## config.mk

```make
export PLATFORM = sky130hd
export DESIGN_NAME = divider_seq
export DESIGN_NICKNAME = d
export VERILOG_FILES = /design/src/rtl/divider_seq.sv
export SDC_FILE = /design/constraint.sdc
export NUM_CORES = 1
export LEC_CHECK = 0
export CAP_MARGIN = 20
export CORE_UTILIZATION = 34
export DETAILED_ROUTE_END_ITERATION = 12
export PLACE_DENSITY_LB_ADDON = 0.15
export SLEW_MARGIN = 20
export SYNTH_ARGS = -nofsm -noshare
export SYNTH_HDL_FRONTEND = slang
export SYNTH_SLANG_ARGS = --single-unit
```

## constraint.sdc

```tcl
create_clock -name clk -period 3.05 [get_ports clk]
set_input_delay 0.305 -clock clk [delete_from_list [all_inputs] [get_ports clk]]
set_output_delay 0.305 -clock clk [all_outputs]
set_load 0.02 [all_outputs]
```

## src/rtl/divider_seq.sv

```systemverilog
// Sequential unsigned restoring divider: 16-bit dividend / 8-bit divisor -> 16-bit quotient, 8-bit remainder.
// Latency: 16 cycles from accepted start to done (divide-by-zero result: done 1 cycle after acceptance).
// Backpressure: one operation at a time; start is ignored while busy or while a divide-by-zero result is pending.
module divider_seq (
  input  logic        clk,
  input  logic        rst_n,
  input  logic        start,
  input  logic [15:0] vector7,
  input  logic [7:0]  vector8,
  output logic        busy,
  output logic        done,
  output logic [15:0] result3,
  output logic [7:0]  result4,
  output logic        div_zero
);

  typedef enum logic [1:0] {
    S_IDLE = 2'd0,
    S_RUN  = 2'd1,
    S_DONE = 2'd2
  } state_t;

  state_t      r_state;
  state_t      w_state_nxt;

  logic [15:0] r_dvd;      // dividend shifts out of the MSB, quotient bits shift into the LSB
  logic [7:0]  r_dvs;
  logic [7:0]  r_rem;      // remainder is always < divisor between iterations, so 8 bits hold it
  logic [3:0]  r_cnt;
  logic        r_zpend;    // divide-by-zero accepted last edge; result is written on the next edge
  logic [15:0] r_quo;
  logic [7:0]  r_rmd;
  logic        r_dz;

  logic        w_accept;
  logic        w_acc_nz;
  logic        w_acc_z;
  logic        w_last;
  logic [8:0]  w_part;
  logic        w_ge;
  logic [7:0]  w_sub;
  logic [7:0]  w_rem_nxt;

  // Operation acceptance is only possible outside RUN and with no zero-divisor result in flight.
  assign w_accept = start && (r_state != S_RUN) && !r_zpend;
  assign w_acc_nz = w_accept && (vector8 != 8'd0);
  assign w_acc_z  = w_accept && (vector8 == 8'd0);
  assign w_last   = (r_state == S_RUN) && (r_cnt == 4'hF);

  // The 9-bit partial remainder compare never overflows; when it succeeds the difference is
  // below the divisor, so the low 8 bits of a modular subtract are exact.
  assign w_part    = {r_rem, r_dvd[15]};
  assign w_ge      = (w_part >= {1'b0, r_dvs});
  assign w_sub     = w_part[7:0] - r_dvs;
  assign w_rem_nxt = w_ge ? w_sub : w_part[7:0];

  // State register.
  always_ff @(posedge clk) begin
    if (!rst_n) begin
      r_state <= S_IDLE;
    end else begin
      r_state <= w_state_nxt;
    end
  end

  // Next-state decode; a zero-divisor request idles one cycle and then reports through DONE.
  always_comb begin
    w_state_nxt = r_state;
    case (r_state)
      S_IDLE: begin
        if (r_zpend) begin
          w_state_nxt = S_DONE;
        end else if (w_acc_nz) begin
          w_state_nxt = S_RUN;
        end
      end
      S_RUN: begin
        if (w_last) begin
          w_state_nxt = S_DONE;
        end
      end
      S_DONE: begin
        w_state_nxt = w_acc_nz ? S_RUN : S_IDLE;
      end
      default: w_state_nxt = S_IDLE;
    endcase
  end

  // Datapath: operand capture, one restoring iteration per RUN cycle, result write on completion.
  always_ff @(posedge clk) begin
    if (!rst_n) begin
      r_dvd   <= 16'd0;
      r_dvs   <= 8'd0;
      r_rem   <= 8'd0;
      r_cnt   <= 4'd0;
      r_zpend <= 1'b0;
      r_quo   <= 16'd0;
      r_rmd   <= 8'd0;
      r_dz    <= 1'b0;
    end else begin
      r_zpend <= w_acc_z;
      if (w_accept) begin
        r_dvd <= vector7;
        r_dvs <= vector8;
        r_rem <= 8'd0;
        r_cnt <= 4'd0;
      end else if (r_state == S_RUN) begin
        r_dvd <= {r_dvd[14:0], w_ge};
        r_rem <= w_rem_nxt;
        r_cnt <= r_cnt + 4'd1;
      end
      if (w_last) begin
        r_quo <= {r_dvd[14:0], w_ge};
        r_rmd <= w_rem_nxt;
        r_dz  <= 1'b0;
      end else if (r_zpend) begin
        r_quo <= 16'hFFFF;
        r_rmd <= r_dvd[7:0];
        r_dz  <= 1'b1;
      end
    end
  end

  assign busy     = (r_state == S_RUN);
  assign done     = (r_state == S_DONE);
  assign result3  = r_quo;
  assign result4  = r_rmd;
  assign div_zero = r_dz;

endmodule

```

Word-level counts from Yosys, hierarchy flattened
Cells that the tools add are included.
{ "word_totals": {"ff_bits": 64, "output_inout_bits": 27, "in_bits": 27, "word_cells": 45} }
{ "op_classes": {"eq_ne": 6, "reduce_logical": 14, "add_sub_neg": 2, "order_cmp": 1, "mux": 12, "n_bitwise": 1} }
{ "ops": {"columns": ["op", "n"], "rows": [
  ["$mux 16", 4],
  ["$mux 8", 3],
  ["$ge 9x8->1", 1],
  ["$logic_not 8->1", 1],
  ["$reduce_bool 8->1", 1],
  ["$sub 8x8->8", 1],
  ["$mux 2", 3],
  ["$pmux 2 s3", 1],
  ["$logic_and 1x1->1", 5],
  ["$add 4x1->4 const B", 1],
  ["$eq 4x4->1 const B", 1],
  ["$ne 2x1->1 const B", 2],
  ["$reduce_bool 2->1", 2],
  ["$reduce_or 2->1", 2],
  ["$ne 3x3->1 const B", 1],
  ["$eq 2x1->1 const B", 1],
  ["$eq 2x2->1 const B", 1],
  ["$logic_not 2->1", 1],
  ["$reduce_and 2->1", 1],
  ["$logic_not 1->1", 1],
  ["$mux 1", 1],
  ["$not 1->1", 1]
]} }

Longest topological paths before layout
Gate-level depths: netlist (run 1).
{ "depth": {"depth_word": 7, "mapped_depth": 9, "mapped_depth_nobuf": 9} }

Worst setup path before layout (run 1)
No wires, ideal clock.
{ "synth_path": {"kind": "flip-flop to flip-flop", "startpoint": "register r_dvs[1]", "endpoint": "register r_rmd[7] (netlist: result4[7])", "n_path_buf": 0, "t_arrival_ns": 1.949, "setup_time_ns": 0.115, "required_time_ns": 2.935, "period_less_slack_ns": 2.065, "slack_ns": 0.985, "path_stages_with_launch": 9, "path_cell_list": "dfxtp_1 -> inv_1 -> ha_1 -> nor2b_1 -> o21ai_2 -> o211ai_2 -> mux2_2 -> or4_1 -> and3_1"} }
{ "synth_between": {"elab_chain_len": 3, "elab_cells_between_ends": 4, "cone_classes": "1 x add/sub; 1 x order compare; 2 x mux"} }
{ "synth_lines": {"columns": ["item", "line_no", "text"], "rows": [
  ["start, declared", "27", "logic [7:0] r_dvs;"],
  ["start signal, assigned", "104", "r_dvs <= vector8;"],
  ["$sub 8x8->8 or $ge 9x8->1 (tied branches)", "54, 53", null],
  ["$mux 8 (*)", "55", "assign w_rem_nxt = w_ge ? w_sub : w_part[7:0];"],
  ["$mux 8 (*)", "112", "if (w_last) begin"],
  ["end signal, assigned", "114", "r_rmd <= w_rem_nxt;"],
  ["end signal, assigned", "118", "r_rmd <= r_dvd[7:0];"],
  ["end, declared", "32", "logic [7:0] r_rmd;"]
]} }
Every way passes the cells marked *; elsewhere a longest branch is shown, timed or not.
A chain may end at the register's enable or synchronous reset.

Final worst setup path (run 1)
Same ends and word-level chain as after synthesis.

==> results.md, run 1 <==
* Number of unique standard cell types used by synthesis at 51
* Required @ worst endpoint at 3270 ps
* Area inside the core boundary at 8890 um2
* Post-synth design cell area at 3170 um2
* Setup fix buffers added after clock tree synthesis at 0
* Number of cells in the finished layout apart from fillers at 513
* Iteration count of the initial detailed-routing pass at 8
* Count of maximum capacitance violations at 0
* Register bit total from synthesis at 64
* Initial antenna violation count at 0
* Wire length of the first global-routing pass at 12,500 um
* Violations in the final reports: design-rule violations
* Remaining antenna violation count at 0
* Critical Path Sink Type: register
* Area added between synthesis and finish at 24.7%
* Max_slew headroom at 58.3%
* Achievable frequency at 457 MHz
* Total half-perimeter wirelength after legalization and detailed placement at 5230 um
* Total number of vias at 2,650
* Synthesized area per cell at 8.93 um2
* WS Path Type: register to register
* Number of vias per cell after detailed routing at 5.17
* Horizontal die dimension at 98.5 um
* Setup skew after layout at 9.56 ps
* Number of nets at the end of the flow at 439
* Top Ports at 54
* Number of inserted diodes at 0
* Cell chosen for the clock root: clkbuf_8
* Number of remaining DRC errors at 3
* Final standard cell area without fillers at 3950 um2
* Worst supply voltage drop on vdd at 238 uV
* Inserted Clock Buffers at 9
* Dominant cells by area after synthesis: dfxtp_1 40%, mux2i_1 5.4%, nand2_1 5.3%
* Core Util, Final at 44.5%
* Die Footprint at 9710 um2
* CTS clk-pin slew, worst paths at 70 ps
* CTS tree: done
* Post-route setup slack at 862 ps
* Share of flip-flops with an asynchronous set or reset at 0%
* DRC marker count from the first detailed-route iteration at 88
* Cells after synthesis at 355
* Global Route Usage Sum at 16.4%
* Critical Path Source: r_dvs[1]
* Total routed wirelength at 7700 um
* Average routed wire per standard cell at 15.0 um
* Synth warnings at 0
* Power per cell area at 500 nW/um2
* Hold-fix buffer count after cts at 0
* Arrival time worst endpoint at 2410 ps
* Clock tree buffer depth at 2
* Crit path launch type: register
* Final total power at 1.98 mW
* Filler cell count at 885
* Number of cells upsized or downsized after cts at 0
* Initial cell density of the core at 35.6%
* Post-placement cell area at 3780 um2
* Level count of the clock H-tree at 3
* Routability cong. at 0.859
* Number of cells in the design after placement at 499
* Commonest register cell after synthesis: dfxtp_1
* Worst reg2reg startpoint: r_dvs[1]
* Slew Viols, Final at 0
* Setup repair after global routing missed its margin: no
* Sequential element share of the synthesized area at 40.4%
* Largest fanout on the critical path at 3
* Clk Latency, worst-skew pair at 340 ps
* CTS sink count at 64
* Post-route minimum period at 2190 ps
* Fraction of layout instances using a drive strength above 1 at 10.4%
* Library cell occupying the most area in the post-synthesis netlist: dfxtp_1
* Synth Net Count at 392
* Fraction of post-synthesis cell area in the top cell type by area at 40.4%
* Final hold violation count at 0
* Startpoint of the tightest hold check path: r_state[1]
* Overall die height at 98.5 um
* Remaining global-route overflow at 0
* Vias in the first global route at 2,483
* Pin count of the biggest net entering global routing at 43
* Quantity of I/O buffers inserted on ports at 53
* Period Utilization, post-route at 71.8%
* Number of enable flip-flop cells after synthesis at 0
* Post-Route Hold Slack at 447 ps
* Type of the worst min-delay path: register to register
* Static leakage power at 1.66 nW
* Placement Setup Slack at 878 ps
* Row Count at 34
* Sum Neg Setup Slack at 0 ps
* Result of the run: finished, violations left
* Finish-stage setup viols at 0
* Worst-margin pin slew at 624 ps
## synthesized netlist by cell type (all sizes together) (10+ instances only)
master  number
dfxtp       64
mux2i       17
a21oi       13
clkbuf      14
o211a       14
o21ai       13
nor3        21
buf         10
nor3b       18
mux2        10
nor2        32
inv         12
nand2       47
## critical path, stage by stage, from the launching register on
cell and delay [ps]:
dfxtp_1 380, inv_1 60, ha_1 290, nor2b_1 160
o21ai_2 80, o211ai_2 190, mux2_2 370, or4_1 380
and3_1 170
## layer usage
| metal | vias up | track usage, % | part of all wire, % |
|---|---|---|---|
| li1 | 1337 | - | - |
| met1 | 1250 | 21.4 | 50 |
| met2 | 52 | 26.4 | 45 |
| met3 | 11 | 4.18 | 3.6 |
| met4 | 0 | 5.51 | 1.4 |
| met5 | - | 0 | 0 |
## layout make-up
type | instances | area (um2) | share of cell area (%)
sequential | 64 | 1280 | 32.4
timing repair buffer | 60 | 596 | 15.1
multi-input combinational | 255 | 1720 | 43.5
tap | 108 | 135 | 3.42
inverter | 12 | 45.0 | 1.14
clock inverter | 4 | 47.5 | 1.20
clock buffer | 10 | 128 | 3.23
## cells by family after synthesis
family	Yosys count	synth area share [%]
simple gates	141	22.5
compound gates	73	17.4
flops	64	40.4
buf+inv	36	5.37
mux	27	8.92
fa+ha+maj	10	4.18
xor+xnor	4	1.11
## state kept, by name, indices dropped and copies added, names as in the netlist
signal,flops
result3,16
r_cnt,4
r_state,2
r_zpend,1
r_dvs,8
result4,8
div_zero,1
r_dvd,16
r_rem,8
## power by group
group | internal, mW | leakage, nW | switching (mW) | total [mW]
Sequential | 0.873 | 0.522 | 0.0345 | 0.908
Clock | 0.366 | 0.0880 | 0.316 | 0.682
Combinational | 0.175 | 1.05 | 0.211 | 0.386
## layout by cell type (no fill, tap or decap), types with 4 or more instances in the layout
cell              n
a211oi_1          6
a21boi_0          9
a21oi_1          11
and3_1            4
buf_4             6
clkbuf_8          9
clkdlybuf4s50_1  53
dfxtp_1          64
ha_1              9
inv_1            12
mux2_2            8
mux2i_1          17
nand2_1          45
nor2_1           31
nor3_1           21
nor3b_1          18
o211a_1          14
o21a_1            4
o21ai_0          10
o22ai_1           4
## final timing paths
check | end | slack, ps | cells past startpoint
setup / recovery | result4[7] | 860 | 8
hold / removal | r_state[1] | 450 | 1
setup reg to reg | result4[7] | 860 | 8
hold reg to reg | r_state[1] | 450 | 1
(Power assumes the default switching activity.)
==> run 2: changes to the inputs <==
Clock period 3.05 ns to 2.15 ns, I/O delays scaled along.
==> results.md, run 2 (same netlist as run 1, synthesis figures left out) <==
* WS Path Type: register to register
* Number of vias per cell after detailed routing at 5.19
* Horizontal die dimension at 98.5 um
* Die Footprint at 9710 um2
* Routability cong. at 0.877
* CTS clk-pin slew, worst paths at 80 ps
* Buf+Inv Stages, Crit Path at 1
* Sum Neg Setup Slack at 0 ps
* Crit path launch type: register
* Cell breakdown of the critical path: inv_1 > ha_4 > nor2b_4 > o21ai_2 > o211ai_2 > mux2_4 > or4_1 > and3_1
* Worst reg2reg startpoint: r_dvs[1]
* Initial antenna violation count at 0
* Finish-stage setup viols at 0
* Met1 global-route usage at 23.2%
* Number of remaining DRC errors at 0
* Grt met3 use at 3.12%
* Post-Route Hold Slack at 440 ps
* Largest fanout on the critical path at 3
* Post-route setup slack at 68.8 ps
* Worst supply voltage drop on vdd at 327 uV
* Vias in the first global route at 2,621
* Critical Path Source: r_dvs[1]
* Number of cells in the design after placement at 505
* Global Route Usage Sum at 17.0%
* Setup skew after layout at 10.8 ps
* Fraction of layout instances using a drive strength above 1 at 16.3%
* Remaining antenna violation count at 0
* Level count of the clock H-tree at 3
* Area inside the core boundary at 8890 um2
* Total routed wirelength at 8080 um
* Pin count of the biggest net entering global routing at 56
* Required @ worst endpoint at 2380 ps
* Post-placement cell area at 3850 um2
* Result of the run: finished, final reports clean
* Total number of vias at 2,717
* Slew Viols, Final at 0
* Global routing usage on met2 at 27.0%
* Startpoint of the tightest hold check path: vector8[1]
* Core Util, Final at 47.5%
* Max_slew headroom at 72.4%
* Worst-margin pin slew at 415 ps
* Average routed wire per standard cell at 15.4 um
* Period Utilization, post-route at 96.8%
* Inserted Clock Buffers at 9
* Max incr delay on CP at 400 ps
* Remaining global-route overflow at 0
* Filler cell count at 858
* Number of inserted diodes at 0
* Most crowded layer after global routing: met2
* CTS sink count at 64
* Achievable frequency at 480 MHz
* Number of cells in the finished layout apart from fillers at 524
* Clock tree buffer depth at 2
* Type of the worst min-delay path: input port to register
* Final standard cell area without fillers at 4220 um2
* Row Count at 34
* CTS tree: done
* DRC marker count from the first detailed-route iteration at 79
* Most frequent standard cell in the layout excluding fill and tap cells: dfxtp_1
* Initial cell density of the core at 35.6%
* Cell type group with the largest total delay on the critical path: simple AND/OR/NAND/NOR gates
* Number of nets at the end of the flow at 448
* Count of maximum capacitance violations at 0
* Top Ports at 54
* Hold-fix buffer count after cts at 0
* Quantity of I/O buffers inserted on ports at 53
* Clk Latency, worst-skew pair at 340 ps
* Placement Setup Slack at 41.0 ps
* Power per cell area at 753 nW/um2
* Cell chosen for the clock root: clkbuf_8
* Area added between synthesis and finish at 33.2%
* Worst-path cell with the longest stage delay: or4_1
* Post-route minimum period at 2080 ps
* Arrival time worst endpoint at 2310 ps
* Commonest cells after routing, fill and taps aside: 62 x dfxtp_1, 53 x clkdlybuf4s50_1, 44 x nand2_1, 31 x nor2_1, 21 x nor3_1
* Critical Path Sink Type: register
* Static leakage power at 1.75 nW
* Overall die height at 98.5 um
* Final total power at 3.18 mW
* Final hold violation count at 0
* Iteration count of the initial detailed-routing pass at 6
* Wire length of the first global-routing pass at 13,000 um
* Total half-perimeter wirelength after legalization and detailed placement at 5350 um
==> run 2: changes by cell type in the layout (fill, tap and decap cells not counted), moves of 2 or more <==
cell and change:
ha_1 -7, dfxtp_2 +2, dfxtp_1 -2, ha_2 +2
clkinv_2 -2, buf_12 +2, clkinv_4 +3, ha_4 +5
buf_4 +6
==> run 2: layer usage <==
layer  vias to the layer above  wire length [um]
met1                      1285              4010
met2                        53              3730
met4                         0                99
met3                         8               234
met5                         -                 0
li1                       1371                 -
==> run 2: report_power, final <==
part / internal (mW) / leakage [nW] / total (mW) / switching, mW
combinational: 0.355 / 1.12 / 0.705 / 0.350
clock: 0.666 / 0.112 / 1.18 / 0.517
sequential: 1.24 / 0.523 / 1.29 / 0.0541
==> run 2: final timing paths <==
| check | endpoint | slack, ps | cells after the start |
|---|---|---|---|
| worst max-delay path | result4[7] | 70 | 8 |
| worst min-delay path | r_dvs[1] | 440 | 3 |
| worst max register to register | result4[7] | 70 | 8 |
| worst min register to register | r_state[1] | 450 | 1 |
==> run 2: area by class of cell <==
class | count | area, um2 | share of cell area, %
sequential | 64 | 1280 | 30.4
tap | 108 | 135 | 3.20
clock inverter | 7 | 105 | 2.49
timing repair buffer | 68 | 681 | 16.1
multi-input combinational | 256 | 1850 | 43.8
clock buffer | 9 | 124 | 2.93
inverter | 12 | 45.0 | 1.07
==> run 2: timing repair <==
| action | CTS | global route |
|---|---|---|
| buffers inserted | 0 | 2 |
| resized for setup | 0 | 21 |
| endpoints found under the hold margin | 0 | 0 |
| setup endpoints to repair | 0 | 11 |
==> run 2: worst register-to-register path: stages (launching register included) <==
cell	delay, ps
dfxtp_2	330
inv_1	60
ha_4	260
nor2b_4	130
o21ai_2	90
o211ai_2	210
mux2_4	320
or4_1	400
and3_1	170
